<file path="src/rtl/e203_reset_req_gen_pkg.sv">
// Shared types for the reset-request generator.
// State encodings and default timing knobs.
package e203_reset_req_gen_pkg;

  localparam int E203_RST_REQ_HOLD_CYCLES = 16;
  localparam int E203_ASYNC_FF_LEVELS     = 2;

  typedef enum logic [1:0] {
    RST_ST_IDLE    = 2'd0,
    RST_ST_ASSERT  = 2'd1,
    RST_ST_HOLD    = 2'd2,
    RST_ST_RELEASE = 2'd3
  } rst_st_e;

  typedef struct packed {
    logic dbg;
    logic wdog;
    logic sw;
  } rst_src_t;

endpackage

</file>
<file path="src/rtl/e203_reset_req_gen_if.sv">
// Request/feedback bundle between reset sources,
// the request generator and the reset controller.
interface e203_reset_req_gen_if;

  logic       test_mode;
  logic       sw_rst_req;
  logic       wdog_rst_req;
  logic       dbg_rst_req;
  logic       rst_fb_n;
  logic       cause_clr;
  logic       rst_req_n;
  logic       rst_busy;
  logic [2:0] rst_cause;

  modport master (
    output test_mode,
    output sw_rst_req,
    output wdog_rst_req,
    output dbg_rst_req,
    output rst_fb_n,
    output cause_clr,
    input  rst_req_n,
    input  rst_busy,
    input  rst_cause
  );

  modport slave (
    input  test_mode,
    input  sw_rst_req,
    input  wdog_rst_req,
    input  dbg_rst_req,
    input  rst_fb_n,
    input  cause_clr,
    output rst_req_n,
    output rst_busy,
    output rst_cause
  );

endinterface

</file>
<file path="src/rtl/e203_rst_fb_sync.sv">
// Synchroniser for the rst_core feedback.
// Resets to 0 so a power-on reset reads as "in reset".
module e203_rst_fb_sync #(
  parameter int LEVELS = 2
) (
  input  logic clk,
  input  logic rst_n,
  input  logic d,
  output logic q
);

  logic [LEVELS-1:0] ff;

  // shift the async feedback through LEVELS flops
  always_ff @(posedge clk or negedge rst_n) begin
    if (!rst_n) ff <= '0;
    else        ff <= {ff[LEVELS-2:0], d};
  end

  assign q = ff[LEVELS-1];

endmodule

</file>
<file path="src/rtl/e203_reset_req_gen.sv">
// Reset-request generator: merges sw/wdog/dbg requests.
// Optional sticky cause capture: E203_RST_CAUSE_EN.
module e203_reset_req_gen
  import e203_reset_req_gen_pkg::*;
#(
  parameter int HOLD_CYCLES = E203_RST_REQ_HOLD_CYCLES,
  parameter int CNT_W       = 5,
  parameter int SYNC_LEVELS = E203_ASYNC_FF_LEVELS
) (
  input logic                 clk,
  input logic                 rst_n,
  e203_reset_req_gen_if.slave rif
);

  localparam logic [CNT_W-1:0] CNT_LAST =
    CNT_W'(HOLD_CYCLES - 1);

  rst_st_e          state;
  logic [CNT_W-1:0] cnt;
  logic             sw_pend;
  logic             fb_s;
  logic             any_req;
  logic             lvl_req;
  logic             go;

  e203_rst_fb_sync #(
    .LEVELS (SYNC_LEVELS)
  ) u_fb_sync (
    .clk   (clk),
    .rst_n (rst_n),
    .d     (rif.rst_fb_n),
    .q     (fb_s)
  );

  assign lvl_req = rif.wdog_rst_req | rif.dbg_rst_req;
  assign any_req = sw_pend | rif.sw_rst_req | lvl_req;
  assign go      = (state == RST_ST_IDLE) & any_req
                 & ~rif.test_mode;

  // request FSM with registered rst_req_n/rst_busy
  always_ff @(posedge clk or negedge rst_n) begin
    if (!rst_n) begin
      state         <= RST_ST_IDLE;
      cnt           <= '0;
      sw_pend       <= 1'b0;
      rif.rst_req_n <= 1'b1;
      rif.rst_busy  <= 1'b0;
    end else if (rif.test_mode) begin
      state         <= RST_ST_IDLE;
      sw_pend       <= 1'b0;
      rif.rst_req_n <= 1'b1;
      rif.rst_busy  <= 1'b0;
    end else begin
      unique case (state)
        RST_ST_IDLE: begin
          if (any_req) begin
            state         <= RST_ST_ASSERT;
            sw_pend       <= 1'b0;
            rif.rst_req_n <= 1'b0;
            rif.rst_busy  <= 1'b1;
          end
        end
        RST_ST_ASSERT: begin
          if (!fb_s) begin
            state <= RST_ST_HOLD;
            cnt   <= '0;
          end
        end
        RST_ST_HOLD: begin
          if (cnt != CNT_LAST) begin
            cnt <= cnt + 1'b1;
          end else if (!lvl_req) begin
            state         <= RST_ST_RELEASE;
            rif.rst_req_n <= 1'b1;
          end
        end
        RST_ST_RELEASE: begin
          if (rif.sw_rst_req) sw_pend <= 1'b1;
          if (fb_s) begin
            state        <= RST_ST_IDLE;
            rif.rst_busy <= 1'b0;
          end
        end
        default: state <= RST_ST_IDLE;
      endcase
    end
  end

`ifdef E203_RST_CAUSE_EN
  rst_src_t cause_q;
  rst_src_t src;

  assign src.dbg  = rif.dbg_rst_req;
  assign src.wdog = rif.wdog_rst_req;
  assign src.sw   = sw_pend | rif.sw_rst_req;

  // sticky cause; a capture overrides a same-cycle clear
  always_ff @(posedge clk or negedge rst_n) begin
    if (!rst_n) begin
      cause_q <= '0;
    end else if (go) begin
      cause_q <= (rif.cause_clr ? '0 : cause_q) | src;
    end else if (rif.cause_clr) begin
      cause_q <= '0;
    end
  end

  assign rif.rst_cause = cause_q;
`else
  logic unused_cause;
  assign unused_cause  = rif.cause_clr ^ go;
  assign rif.rst_cause = 3'b000;
`endif

endmodule

</file>
<file path="src/flat_wrapper.sv">
// flat-port wrapper written by rule: the top's interface ports become plain ports
module e203_reset_req_gen_flat import e203_reset_req_gen_pkg::*;
#(
  parameter int HOLD_CYCLES = E203_RST_REQ_HOLD_CYCLES,
  parameter int CNT_W       = 5,
  parameter int SYNC_LEVELS = E203_ASYNC_FF_LEVELS
)
  (clk, rst_n, rif_test_mode, rif_sw_rst_req, rif_wdog_rst_req, rif_dbg_rst_req, rif_rst_fb_n, rif_cause_clr, rif_rst_req_n, rif_rst_busy, rif_rst_cause);
  e203_reset_req_gen_if rif_i ();
  input logic clk;
  input logic rst_n;
  input wire logic [$bits(rif_i.test_mode)-1:0] rif_test_mode;
  input wire logic [$bits(rif_i.sw_rst_req)-1:0] rif_sw_rst_req;
  input wire logic [$bits(rif_i.wdog_rst_req)-1:0] rif_wdog_rst_req;
  input wire logic [$bits(rif_i.dbg_rst_req)-1:0] rif_dbg_rst_req;
  input wire logic [$bits(rif_i.rst_fb_n)-1:0] rif_rst_fb_n;
  input wire logic [$bits(rif_i.cause_clr)-1:0] rif_cause_clr;
  output wire logic [$bits(rif_i.rst_req_n)-1:0] rif_rst_req_n;
  output wire logic [$bits(rif_i.rst_busy)-1:0] rif_rst_busy;
  output wire logic [$bits(rif_i.rst_cause)-1:0] rif_rst_cause;
  assign rif_i.test_mode = rif_test_mode;
  assign rif_i.sw_rst_req = rif_sw_rst_req;
  assign rif_i.wdog_rst_req = rif_wdog_rst_req;
  assign rif_i.dbg_rst_req = rif_dbg_rst_req;
  assign rif_i.rst_fb_n = rif_rst_fb_n;
  assign rif_i.cause_clr = rif_cause_clr;
  assign rif_rst_req_n = rif_i.rst_req_n;
  assign rif_rst_busy = rif_i.rst_busy;
  assign rif_rst_cause = rif_i.rst_cause;
  e203_reset_req_gen #(.HOLD_CYCLES(HOLD_CYCLES), .CNT_W(CNT_W), .SYNC_LEVELS(SYNC_LEVELS)) u_core (.clk(clk), .rst_n(rst_n), .rif(rif_i));
endmodule
</file>
<file path="config.mk">
export PLATFORM = sky130hd
export DESIGN_NAME = e203_reset_req_gen_flat
export DESIGN_NICKNAME = d
export VERILOG_FILES = /design/src/rtl/e203_reset_req_gen_pkg.sv /design/src/rtl/e203_reset_req_gen_if.sv /design/src/rtl/e203_rst_fb_sync.sv /design/src/rtl/e203_reset_req_gen.sv /design/src/flat_wrapper.sv
export SDC_FILE = /design/constraint.sdc
export NUM_CORES = 1
export LEC_CHECK = 0
export ABC_CLOCK_PERIOD_IN_PS = 4700
export CAP_MARGIN = 30
export CORE_MARGIN = 1
export CORE_UTILIZATION = 25
export DETAILED_ROUTE_END_ITERATION = 7
export PLACE_DENSITY = 0.55
export SLEW_MARGIN = 20
export SYNTH_ARGS = -nofsm -noshare
export SYNTH_HDL_FRONTEND = slang
export SYNTH_SLANG_ARGS = --single-unit
</file>
<file path="constraint.sdc">
create_clock -name clk -period 4.7 [get_ports clk]
set_input_delay 0.94 -clock clk [delete_from_list [all_inputs] [get_ports clk]]
set_output_delay 0.94 -clock clk [all_outputs]
set_load 0.01 [all_outputs]
</file>
==> results.toml <==
[outcome]
status = "finished, violations left"
violations = "design-rule violations"

[power_and_ir_drop]
cell_internal_pwr_uw = 230
p_clk_frac = 0.182
peakVddDrop_mv = 0.102
power_density_nw_per_um2 = 410
combPwrFrac = 0.395
leakage_nw = 0.363
swShare = 0.355
p_total_uw = 356
pwr-share-seq = 0.423
p_switching_uw = 126

[job]
maxCapViolCount = 0

[critical_path]
rr_worst_depth = 7
cp_data_arrival_time_ps = 2750
critPathCaptureType = "register"
worst-path-max-fanout = 11
crit_type = "input port to register"
required_ps = 4840
crit_path_start_kind = "input port"

[routing]
routed_via_density = 4.82
ant_nets = 0
vias = 564
drt-pass1-iter-count = 6
drt-wirelength-per-cell_um = 11.0
first_iter_violations = 37
routed_wl_um = 1290
drc = 2

[clock_tree]
cts_tree = "yes"
clkTransAtPathRegs_ps = 70
ctsLongestPathBuffers = 2
cts_buffers = 3
postCtsHoldBufs = 0
cts_resized = 0
cts_root_buf = "clkbuf_4"
clock_sinks = 12
clk_latency_ps = 270
cts_max_level = 1
cts_setup_buffers = 0

[placement]
placed_area_um2 = 842
portBuffers = 8
dp_cells = 113
routabilityCongestion = 0.808
dp_hpwl_um = 983

[global_routing]
track_usage = 0.0927
antenna_found_initial = 0
grt_pass1_vias = 522
grt_max_degree = 13
grt_overflow = 0
grt_pass1_wl_um = 2330

[synth]
syn_inst = 77
yosysSeqAreaShare = 0.395
yosys.area.top_type_share = 0.361
ys_ff_latch = 12
synth_area_leader_cell = "dfrtp_1"
syn-cell-area_um2 = 763
synth_area_leaders = "dfrtp_1 36%, ha_1 11%, o21ai_0 4.6%, nand2_1 3.9%, o32ai_4 3.6%"
ys_warn_count = 0
ys_types = 31
avgSynthCellArea_um2 = 9.91

[cells_and_area]
finalNetCount = 102
diodes = 0
mostFrequentLayoutCell = "dfrtp_1"
layoutNonFillerInstCount = 117
nFillCells = 298
syn2layout_area_growth_pct = 13.8
final_cell_mix = "11 x dfrtp_1, 8 x nand2_1, 8 x clkdlybuf4s50_1, 7 x o21ai_0, 7 x ha_1"
final_cell_area_um2 = 868
drive_gt1_frac = 0.0814

[floorplanning]
pin_count = 13
fp.dieH_um = 57.3
die_area_um2 = 3280
initial_core_util = 0.270
die-width_um = 57.3
core_area_um2 = 2830
rows = 19

[sta]
period_share = 0.556
relSlewSlack = 0.645
period_minus_slack_ps = 2610
setup_viol = 0
worstMarginPinSlew_ps = 530
worst_clock_skew_ps = 0.817
maxClockFrequency_mhz = 383
rsz0062_at_grt = "no"
hold_violations = 0
maxSlewViolCount = 0
fin_tns_setup_ps = 0

[min_path]
hold_depth = 0
hp-class = "register to register"
## power by group through the flow
stage | Clock (mW) | Combinational (mW) | Sequential [mW]
finish | 0.0648 | 0.140 | 0.151
global route | 0.0716 | 0.161 | 0.155
CTS | 0.0688 | 0.142 | 0.151
detailed placement | 0 | 0.140 | 0.153
global placement | 0 | 0.138 | 0.151
floorplan | 0 | 0.0997 | 0.153
## registers in the layout, summed over array words and instances (netlist names)
signal,cells
u_core.state,2
u_core.u_fb_sync.ff,2
u_core.rif.rst_busy,1
u_core.sw_pend,1
u_core.cnt,5
u_core.rif.rst_req_n,1
## cells by family after synthesis
logic type	after synthesis	synth area share
AO/OA/AOI/OAI	23	0.220
AND/OR/NAND/NOR	22	0.154
flip-flops	12	0.395
buffers and inverters	10	0.0869
adder cells (fa/ha/maj)	7	0.115
other	1	0.00491
XOR/XNOR	1	0.0115
multiplexers	1	0.0131
## area by class of cell
class,instances,area (um^2),share of cell area
clock buffer,4,26.3,0.0303
inverter,5,18.8,0.0216
multi-input combinational,57,403,0.464
sequential,12,302,0.347
tap,31,38.8,0.0447
timing repair buffer,8,80.1,0.0922
## cell usage after synthesis
library cell  instances
xor2_1                1
o211ai_1              1
nand3_1               2
dfstp_2               1
nand2b_1              3
a211oi_1              1
o21ai_1               2
dfrtp_1              11
a2bb2oi_1             2
clkbuf_8              1
mux2i_1               1
and3_1                1
a21oi_1               3
a21oi_2               1
nor2_1                3
or3_1                 1
o21a_1                1
or4b_4                1
inv_1                 5
buf_4                 3
nand2_1               8
ha_1                  7
o2111ai_1             1
o31ai_1               3
o21ai_0               7
nor3_1                1
o32ai_4               1
conb_1                1
nor3b_1               1
buf_6                 1
nor4b_1               1
## worst paths after layout
| kind | from | end | slack, ps |
|---|---|---|---|
| setup / recovery | rif_test_mode | u_core.state[1] | 2090 |
| hold / removal | u_core.u_fb_sync.ff[0] | u_core.u_fb_sync.ff[1] | 350 |
| setup reg to reg | u_core.cnt[0] | u_core.cnt[3] | 2580 |
| hold reg to reg | u_core.u_fb_sync.ff[0] | u_core.u_fb_sync.ff[1] | 350 |
| max in group asynchronous | rst_n | u_core.rif.rst_req_n | 3320 |
| min in group asynchronous | rst_n | u_core.cnt[4] | 1020 |
## through the flow
| stage | hold WS, ps | worst slack [ps] | util |
|---|---|---|---|
| final | 348 | 2090 | 0.307 |
| after global routing | 367 | 1980 | 0.307 |
| after CTS | 353 | 2090 | 0.307 |
| after global placement | 332 | 1790 | 0.298 |
| after detailed placement | 336 | 1810 | 0.298 |
| after floorplan | 331 | 2590 | - |
## critical path, cell delays in order
cell and delay [ps]:
clkdlybuf4s50_1 600, or4b_4 650, o32ai_4 280, a2bb2oi_1 210
o21ai_1 70
## routing by layer
metal,vias to the layer above,GRT usage,routed length [um],share of wire
li1,286,-,-,-
met2,20,0.141,536,0.42
met4,0,0.0209,8,0.0062
met5,-,0,0,0
met3,2,0.0431,88,0.068
met1,256,0.120,657,0.51
No activity file was read; power rests on OpenSTA's default activity.
